==> config.mk <==
export PLATFORM = sky130hd
export DESIGN_NAME = rtc_calendar_counter
export DESIGN_NICKNAME = d
export VERILOG_FILES = /design/src/rtl/rtc_calendar_counter.sv
export SDC_FILE = /design/constraint.sdc
export NUM_CORES = 1
export LEC_CHECK = 0
export BUFFER_PORTS_ARGS = -buffer_cell sky130_fd_sc_hd__buf_2
export CORE_UTILIZATION = 55
export DETAILED_ROUTE_END_ITERATION = 6
export PLACE_DENSITY_LB_ADDON = 0.3
export REMOVE_ABC_BUFFERS = 1
export SETUP_SLACK_MARGIN = 0.02
export SYNTH_ARGS = -nofsm -noshare
export SYNTH_HDL_FRONTEND = slang
export SYNTH_SLANG_ARGS = --single-unit
==> constraint.sdc <==
create_clock -name clk -period 5.8 [get_ports clk]
set_input_delay 1.74 -clock clk [delete_from_list [all_inputs] [get_ports clk]]
set_output_delay 1.74 -clock clk [all_outputs]
set_load 0.05 [all_outputs]
==> src/rtl/rtc_calendar_counter.sv <==
// rtl/rtc_calendar_counter.sv - 1 Hz prescaler plus binary calendar (sec..year) with field writes; optional alarm under RTC_CALENDAR_COUNTER_ALARM_EN
module rtc_calendar_counter #(
    parameter int CLK_HZ = 50_000_000
) (
    input  logic       clk,
    input  logic       rst,
    input  logic       set_valid,
    input  logic [2:0] set_field,
    input  logic [7:0] set_value,
    output logic       set_err,
    output logic       tick_1hz,
    output logic [7:0] second,
    output logic [7:0] minute,
    output logic [7:0] hour,
    output logic [7:0] day,
    output logic [7:0] month,
`ifdef RTC_CALENDAR_COUNTER_ALARM_EN
    input  logic [7:0] alarm_hour,
    input  logic [7:0] alarm_minute,
    input  logic       alarm_arm,
    output logic       alarm,
`endif
    output logic [7:0] year
);

    localparam int PW = (CLK_HZ > 1) ? $clog2(CLK_HZ) : 1;
    localparam logic [PW-1:0] PRE_MAX = PW'(CLK_HZ - 1);

    localparam logic [2:0] F_SEC   = 3'd0;
    localparam logic [2:0] F_MIN   = 3'd1;
    localparam logic [2:0] F_HOUR  = 3'd2;
    localparam logic [2:0] F_DAY   = 3'd3;
    localparam logic [2:0] F_MONTH = 3'd4;
    localparam logic [2:0] F_YEAR  = 3'd5;

    // Days in month; every year divisible by 4 is leap within 2000..2099.
    function automatic logic [7:0] dim(input logic [7:0] mon, input logic [7:0] yr);
        case (mon)
            8'd2:                    return (yr[1:0] == 2'b00) ? 8'd29 : 8'd28;
            8'd4, 8'd6, 8'd9, 8'd11: return 8'd30;
            default:                 return 8'd31;
        endcase
    endfunction

    logic [PW-1:0] pre_q, pre_d;
    logic [1:0]    pend_q, pend_d;
    logic [7:0]    sec_q, sec_d;
    logic [7:0]    min_q, min_d;
    logic [7:0]    hour_q, hour_d;
    logic [7:0]    day_q, day_d;
    logic [7:0]    month_q, month_d;
    logic [7:0]    year_q, year_d;
    logic          set_err_q, set_err_d;
    logic          tick_q, tick_d;
    logic          alarm_q, alarm_d;

    logic          tick_int;
    logic          wr_ok;
    logic          accept;
    logic          adv;
    logic [7:0]    dim_cur;
    logic [7:0]    dim_wr;
    logic          c_sec, c_min, c_hour, c_day, c_mon;
    logic [7:0]    nx_sec, nx_min, nx_hour, nx_day, nx_month, nx_year;

    // Carry chain: the complete next-second time, computed from the current fields.
    always_comb begin
        dim_cur  = dim(month_q, year_q);
        c_sec    = (sec_q == 8'd59);
        c_min    = c_sec && (min_q == 8'd59);
        c_hour   = c_min && (hour_q == 8'd23);
        c_day    = c_hour && (day_q >= dim_cur);
        c_mon    = c_day && (month_q == 8'd12);
        nx_sec   = c_sec  ? 8'd0 : sec_q + 8'd1;
        nx_min   = c_sec  ? (c_min  ? 8'd0 : min_q + 8'd1)   : min_q;
        nx_hour  = c_min  ? (c_hour ? 8'd0 : hour_q + 8'd1)  : hour_q;
        nx_day   = c_hour ? (c_day  ? 8'd1 : day_q + 8'd1)   : day_q;
        nx_month = c_day  ? (c_mon  ? 8'd1 : month_q + 8'd1) : month_q;
        nx_year  = c_mon  ? ((year_q == 8'd99) ? 8'd0 : year_q + 8'd1) : year_q;
    end

    // Write validation against the current calendar, and the dim that a month/year write would produce.
    always_comb begin
        wr_ok  = 1'b0;
        dim_wr = dim_cur;
        case (set_field)
            F_SEC, F_MIN: wr_ok = (set_value <= 8'd59);
            F_HOUR:       wr_ok = (set_value <= 8'd23);
            F_DAY:        wr_ok = (set_value != 8'd0) && (set_value <= dim_cur);
            F_MONTH: begin
                wr_ok  = (set_value != 8'd0) && (set_value <= 8'd12);
                dim_wr = dim(set_value, year_q);
            end
            F_YEAR: begin
                wr_ok  = (set_value <= 8'd99);
                dim_wr = dim(month_q, set_value);
            end
            default:      wr_ok = 1'b0;
        endcase
        accept = set_valid && wr_ok;
    end

    // Next state: prescaler, pending-tick bookkeeping, write or advance, output pulses.
    always_comb begin
        pre_d     = pre_q;
        pend_d    = pend_q;
        sec_d     = sec_q;
        min_d     = min_q;
        hour_d    = hour_q;
        day_d     = day_q;
        month_d   = month_q;
        year_d    = year_q;
        tick_d    = 1'b0;
        alarm_d   = 1'b0;
        adv       = 1'b0;
        tick_int  = (pre_q == PRE_MAX);
        pre_d     = tick_int ? '0 : pre_q + 1'b1;
        set_err_d = set_valid && !wr_ok;

        if (accept) begin
            // A coincident tick is deferred, except that a seconds write restarts the second.
            if (tick_int && pend_q != 2'd3) begin
                pend_d = pend_q + 2'd1;
            end
            case (set_field)
                F_SEC: begin
                    sec_d  = set_value;
                    pre_d  = '0;
                    pend_d = 2'd0;
                end
                F_MIN:  min_d  = set_value;
                F_HOUR: hour_d = set_value;
                F_DAY:  day_d  = set_value;
                F_MONTH: begin
                    month_d = set_value;
                    day_d   = (day_q > dim_wr) ? dim_wr : day_q;
                end
                F_YEAR: begin
                    year_d = set_value;
                    day_d  = (day_q > dim_wr) ? dim_wr : day_q;
                end
                default: ;
            endcase
        end else if (tick_int || pend_q != 2'd0) begin
            adv = 1'b1;
            if (!tick_int) begin
                pend_d = pend_q - 2'd1;
            end
        end

        if (adv) begin
            sec_d   = nx_sec;
            min_d   = nx_min;
            hour_d  = nx_hour;
            day_d   = nx_day;
            month_d = nx_month;
            year_d  = nx_year;
            tick_d  = 1'b1;
`ifdef RTC_CALENDAR_COUNTER_ALARM_EN
            alarm_d = alarm_arm && (nx_sec == 8'd0) && (nx_min == alarm_minute)
                      && (nx_hour == alarm_hour);
`endif
        end
    end

    // State register; reset lands on 2000-01-01 00:00:00 with nothing pending.
    always_ff @(posedge clk or negedge rst) begin
        if (!rst) begin
            pre_q     <= '0;
            pend_q    <= 2'd0;
            sec_q     <= 8'd0;
            min_q     <= 8'd0;
            hour_q    <= 8'd0;
            day_q     <= 8'd1;
            month_q   <= 8'd1;
            year_q    <= 8'd0;
            set_err_q <= 1'b0;
            tick_q    <= 1'b0;
            alarm_q   <= 1'b0;
        end else begin
            pre_q     <= pre_d;
            pend_q    <= pend_d;
            sec_q     <= sec_d;
            min_q     <= min_d;
            hour_q    <= hour_d;
            day_q     <= day_d;
            month_q   <= month_d;
            year_q    <= year_d;
            set_err_q <= set_err_d;
            tick_q    <= tick_d;
            alarm_q   <= alarm_d;
        end
    end

    assign set_err  = set_err_q;
    assign tick_1hz = tick_q;
    assign second   = sec_q;
    assign minute   = min_q;
    assign hour     = hour_q;
    assign day      = day_q;
    assign month    = month_q;
    assign year     = year_q;
`ifdef RTC_CALENDAR_COUNTER_ALARM_EN
    assign alarm    = alarm_q;
`else
    logic unused_alarm;
    assign unused_alarm = alarm_q;
`endif

endmodule

==> results_dict.tcl, run 1 <==
set metrics [dict create \
    grtUsageTotal_pct 27.11 \
    row_count 34 \
    gr-total-overflow 0 \
    cts_sinks 78 \
    io_pins 64 \
    p_leak_nw 2.500 \
    fmax_mhz 227.5 \
    worst_hold_slack_ns 0.5316 \
    syn_avg_cell_area_sq_um 8.842 \
    cellPowerDensity_mw_per_mm2 459.4 \
    cts-root-buf "clkbuf_8" \
    synth-simple-area-share_pct 21.88 \
    portBuffers 63 \
    antenna_found_initial 0 \
    skew_ns 0.01578 \
    met1_usage_pct 36.10 \
    setup-violations-final 0 \
    grtUsageMet2_pct 43.14 \
    start_kind "input pin" \
    grtUsageMet3_pct 5.108 \
    layout_common_cells "76 x dfrtp_1, 62 x buf_2, 61 x nor2_1" \
    insertion_delay_ns 0.36 \
    antenna_cells 0 \
    clockBufferDepth 2 \
    max-cap-violations 0 \
    initial_core_util_pct 57.11 \
    slew_headroom_pct 25.07 \
    worst_slew_pin_slew_ns 1.112 \
    synth_fa_ha_area_share_pct 4.750 \
    cts_resized 0 \
    vias 4603 \
    grt-busiest-layer "met2" \
    die_area_sq_mm 0.009485 \
    period_minus_slack_ns 4.395 \
    ys_warn_count 0 \
    gp_congestion 0.8752 \
    first_pass_iters 4 \
    cts_setup_buffers 0 \
    rsz0062_at_grt "no" \
    die_y_um 97.39 \
    ys_seq_area_share_pct 39.05 \
    cts_buffers 9 \
    cp.required_ns 6.03 \
    ys_ff_latch 78 \
    status "finished, final reports clean" \
    cts_tree "built" \
    fin_tns_setup_ns 0 \
    holdCritPathClass "register to register" \
    first_global_vias 4379 \
    holdBufCountCts 0 \
    drive_above_1_share_pct 17.41 \
    totalWireLength_um 12470 \
    core_area_sq_mm 0.008763 \
    routedWlPerCell_um 16.99 \
    nets 655 \
    area_delta_synth_final_pct 10.98 \
    slew_viol_final 0 \
    h-tree-depth 3 \
    synth_mux_area_share_pct 2.375 \
    die_w_um 97.39 \
    routed_via_density 6.271 \
    synth_top_family_by_area "compound AO/OA/AOI/OAI gates" \
    synth_xor_area_share_pct 4.200 \
    drtAntennaViolNets 0 \
    synth_edf_count 0 \
    post-route-period-util_pct 75.78 \
    synth_cell_type_count 75 \
    grt_max_degree 79 \
    critPathKind "input pin to register" \
    layout_commonest_cell "dfrtp_1" \
    drc_errors 0 \
    setup.worst_path.end_class "register" \
    drt_iter0_markers 330 \
    synth.cell_area_sq_mm 0.005005 \
    async_reset_ff_share_pct 100.0 \
    dp_hpwl_um 8990 \
    hold_viol 0 \
    yosys_most_used_dff "dfrtp_1" \
    cp.arrival_ns 4.62 \
    syn_inst 566 \
    ir_drop_uv 240.1 \
    synth_compound_area_share_pct 21.98 \
    path_max_fanout 13 \
    grt_pass1_wl_um 20860 \
    clk_pin_slew_ns 0.07 \
    r2r_slack_ns 1.82 \
]
## per-stage QoR
step	util, %	cells	total power, W	setup WS, ns	area [sq um]
after floorplan	-	544	0.001795	1.585	4873
after global placement	61.12	719	0.002093	1.214	5356
after detailed placement	61.12	719	0.002135	1.080	5356
after CTS	63.38	734	0.002549	1.448	5554
after global routing	63.38	734	0.002702	1.078	5554
final	63.38	734	0.002552	1.405	5554
## power by group
group / switching (W) / total [W] / internal [W]
Clock: 0.000206 / 0.000414 / 0.000209
Sequential: 0.000174 / 0.000864 / 0.000690
Combinational: 0.000901 / 0.00127 / 0.000372
Total: 0.00128 / 0.00255 / 0.00127
## metal layers
metal	up-vias	part of all wire, %
met3	27	6.0
met5	-	0
met4	0	2.7
met1	2249	44
met2	157	47
li1	2170	-
## worst max-delay path: stages
cell and delay [ns]:
buf_2 0.23, or3b_2 0.46, a211oi_1 0.27, o31ai_1 0.11, a31oi_1 0.20, nor2_1 0.08
ha_1 0.27, a211o_1 0.29, o21ai_0 0.19, a22oi_1 0.09, o21a_1 0.33, o21bai_1 0.23
o2bb2ai_1 0.12
## registers in the layout, indices dropped and copies added (netlist names), 2 cells and up
name / flops
day: 8
hour: 8
minute: 8
month: 8
pend_q: 2
pre_q: 26
second: 8
year: 8
## logic make-up (layout without fill, tap and decap cells)
family,after synthesis,count (layout)
buffers and inverters,64,124
adders and majority gates,19,19
muxes,10,10
and+or+nand+nor,211,211
DFF,78,78
xor gates and xnor gates,24,24
AOI/OAI and AO/OA,160,160
## final timing paths
kind	startpoint	cells after the start	to
max	set_value[2]	13	day[5]$_DFFE_PN0P_
min	pre_q[0]$_DFF_PN0_	1	pre_q[0]$_DFF_PN0_
max reg2reg	month[4]$_DFFE_PN0P_	10	second[0]$_DFFE_PN0P_
min reg2reg	pre_q[0]$_DFF_PN0_	1	pre_q[0]$_DFF_PN0_
max in group asynchronous	rst	1	pre_q[2]$_DFF_PN0_
min in group asynchronous	rst	1	minute[6]$_DFFE_PN0P_
## cells in the mapped netlist (6+ instances only)
master / instances / area share (%)
o21ai_0: 37 / 3.7
xnor2_1: 11 / 1.9
buf_2: 9 / 0.90
nand4_1: 10 / 1.3
and3_1: 15 / 1.9
clkbuf_1: 7 / 0.53
a21oi_1: 28 / 2.8
o21ai_1: 9 / 0.90
dfrtp_1: 76 / 38
o22ai_1: 12 / 1.5
inv_1: 41 / 3.1
a22o_1: 10 / 1.7
a32oi_1: 7 / 1.2
nor3_1: 20 / 2.0
ha_1: 19 / 4.8
nor2_1: 61 / 4.6
nand2_1: 32 / 2.4
xor2_1: 13 / 2.3
o31ai_1: 6 / 0.90
o31a_1: 9 / 1.6
nand3_1: 30 / 3.0
## final cells by class
class / count / area, sq um
flip-flops and latches: 78 / 1954
fillers: 765 / 3209
inverters: 42 / 157.7
repair buffers: 67 / 347.8
clock buffers: 10 / 137.6
clock inverters: 5 / 60.06
multi-input cells: 424 / 2761
well taps: 108 / 135.1
(Power assumes the default switching activity.)
==> inputs of run 2 (changes only) <==
--- a/config.mk
+++ b/config.mk
@@ -6,7 +6,7 @@
 export NUM_CORES = 1
 export LEC_CHECK = 0
 export BUFFER_PORTS_ARGS = -buffer_cell sky130_fd_sc_hd__buf_2
-export CORE_UTILIZATION = 55
+export CORE_UTILIZATION = 53
 export DETAILED_ROUTE_END_ITERATION = 6
 export PLACE_DENSITY_LB_ADDON = 0.3
 export REMOVE_ABC_BUFFERS = 1
==> constraint.sdc (replaced) <==
create_clock -name clk -period 3.9 [get_ports clk]
set_input_delay 1.17 -clock clk [delete_from_list [all_inputs] [get_ports clk]]
set_output_delay 1.17 -clock clk [all_outputs]
set_load 0.05 [all_outputs]
==> results_dict.tcl, run 2 (same netlist as run 1, synthesis figures left out) <==
set metrics [dict create \
    area_delta_synth_final_pct 15.02 \
    cts_setup_buffers 0 \
    worst_slew_pin_slew_ns 0.9717 \
    cp.arrival_ns 3.85 \
    finalPower_w 0.003944 \
    nets 673 \
    drc_errors 0 \
    holdBufCountCts 0 \
    setup-violations-final 0 \
    cts-root-buf "clkbuf_8" \
    fmax_mhz 276.7 \
    grtUsageTotal_pct 26.19 \
    p_seq_share_pct 32.7 \
    hp-start "day[7]$_DFFE_PN0P_" \
    drtAntennaViolNets 0 \
    final_cells 756 \
    routed_via_density 6.111 \
    first_global_vias 4243 \
    fin_util_pct 62.60 \
    power_frac_comb_pct 49.3 \
    die_y_um 99.18 \
    gr-total-overflow 0 \
    grt_pass1_wl_um 20490 \
    dp_hpwl_um 9100 \
    largest-register "pre_q" \
    drt_iter0_markers 284 \
    r2r_slack_ns 0.39 \
    dp_slack_ns -0.03052 \
    status "finished, final reports clean" \
    cp.required_ns 4.13 \
    worst_hold_slack_ns 0.5116 \
    dp.cells 740 \
    vias 4620 \
    drive_above_1_share_pct 20.00 \
    switching_power_w 0.001924 \
    path_max_fanout 10 \
    cts_tree "built" \
    antenna_cells 0 \
    h-tree-depth 3 \
    gp_congestion 0.8582 \
    initial_core_util_pct 54.42 \
    critPathMaxStageDelay_ns 0.44 \
    critPathKind "input pin to register" \
    die_area_sq_mm 0.009836 \
    setup.worst_path.end_class "register" \
    slew_viol_final 0 \
    largest_register_ffs 26 \
    ir_drop_uv 306.1 \
    row_count 35 \
    fin_ws_ns 0.2854 \
    cts_buffers 9 \
    holdCritPathClass "register to register" \
    first_pass_iters 5 \
    antenna_found_initial 0 \
    clockBufferDepth 2 \
    cp_slowest_cell "or3b_2" \
    hold_viol 0 \
    layout_common_cells "76 x dfrtp_1, 62 x buf_2, 61 x nor2_1" \
    period_minus_slack_ns 3.615 \
    io_pins 64 \
    routedWlPerCell_um 16.55 \
    crit_start "set_value[3]" \
    skew_ns 0.008883 \
    cts_sinks 78 \
    cp_cell_sequence "buf_2, or3b_2, a211oi_1, o31ai_1, a31oi_1, nor2_1, ha_1, a211o_1, o21ai_0, a22oi_1, o21a_1, o21bai_1, o2bb2ai_1" \
    portBuffers 63 \
    insertion_delay_ns 0.36 \
    clk_pin_slew_ns 0.08 \
    grt_max_degree 79 \
    core_area_sq_mm 0.009196 \
    rsz0062_at_grt "no" \
    slew_headroom_pct 35.22 \
    intPower_w 0.002019 \
    clkPwrFrac_pct 18.0 \
    die_w_um 99.18 \
    r2r-start "month[4]$_DFFE_PN0P_" \
    p_leak_nw 2.616 \
    cellPowerDensity_mw_per_mm2 685.0 \
    start_kind "input pin" \
    swShare_pct 48.79 \
    layout_commonest_cell "dfrtp_1" \
    totalWireLength_um 12520 \
    fill_cells 799 \
    post-route-period-util_pct 92.68 \
    max-cap-violations 0 \
]
[run 2: changes by cell type in the layout (fill, tap and decap cells not counted)]
cell       delta
clkbuf_8      +1
buf_12        +2
o21ai_2       +1
clkinv_4      -1
buf_4        +16
o21ai_1       -1
bufinv_16     +1
[run 2: repair_timing]
action	CTS	global route
hold endpoints to repair	0	0
gates resized for setup	0	1
endpoints found under the setup margin	0	6
[run 2: per-stage QoR]
stage	cell area [sq um]	setup TNS (ns)
after global routing	5757	0
after floorplan	4873	0
after global placement	5520	0
final	5757	0
after detailed placement	5520	-0.08441
after CTS	5753	0
[run 2: area by class of cell]
cell class / count / area (sq um) / share of cell area [%]
Timing Repair Buffer: 85 / 508.0 / 8.824
Tap cell: 111 / 138.9 / 2.413
Sequential cell: 78 / 1954 / 33.95
Clock buffer: 11 / 151.4 / 2.630
Inverter: 42 / 157.7 / 2.739
Multi-Input combinational cell: 424 / 2765 / 48.03
Clock inverter: 5 / 81.33 / 1.413
[run 2: worst paths after layout]
kind | endpoint | depth (start not counted)
max | day[5]$_DFFE_PN0P_ | 13
min in group asynchronous | minute[6]$_DFFE_PN0P_ | 1
max in group asynchronous | pre_q[0]$_DFF_PN0_ | 1
min reg2reg | day[7]$_DFFE_PN0P_ | 1
min | day[7]$_DFFE_PN0P_ | 1
max reg2reg | month[4]$_DFFE_PN0P_ | 11
[run 2: power groups by stage]
stage	logic (W)	clock network, W	registers (W)
5_1_grt	0.00211	0.000753	0.00132
6_report	0.00195	0.000710	0.00129
3_3_place_gp	0.00189	0	0.00128
3_5_place_dp	0.00194	0	0.00130
2_1_floorplan	0.000865	0	0.00180
4_1_cts	0.00194	0.000720	0.00128
[run 2: worst max-delay path: cells and delay by family]
family,cells,cell delay (ns)
buffers and inverters,1,0.14
and+or+nand+nor,2,0.53
AOI/OAI and AO/OA,9,1.75
adders and majority gates,1,0.27
[run 2: per-layer routing]
metal	global-route usage (%)	up-vias	part of all wire [%]	wire, um
met1	35.53	2239	44	5546
met4	8.597	0	1.4	169
met5	0	-	0	0
met2	42.71	162	49	6086
li1	-	2205	-	-
met3	4.779	14	5.7	712
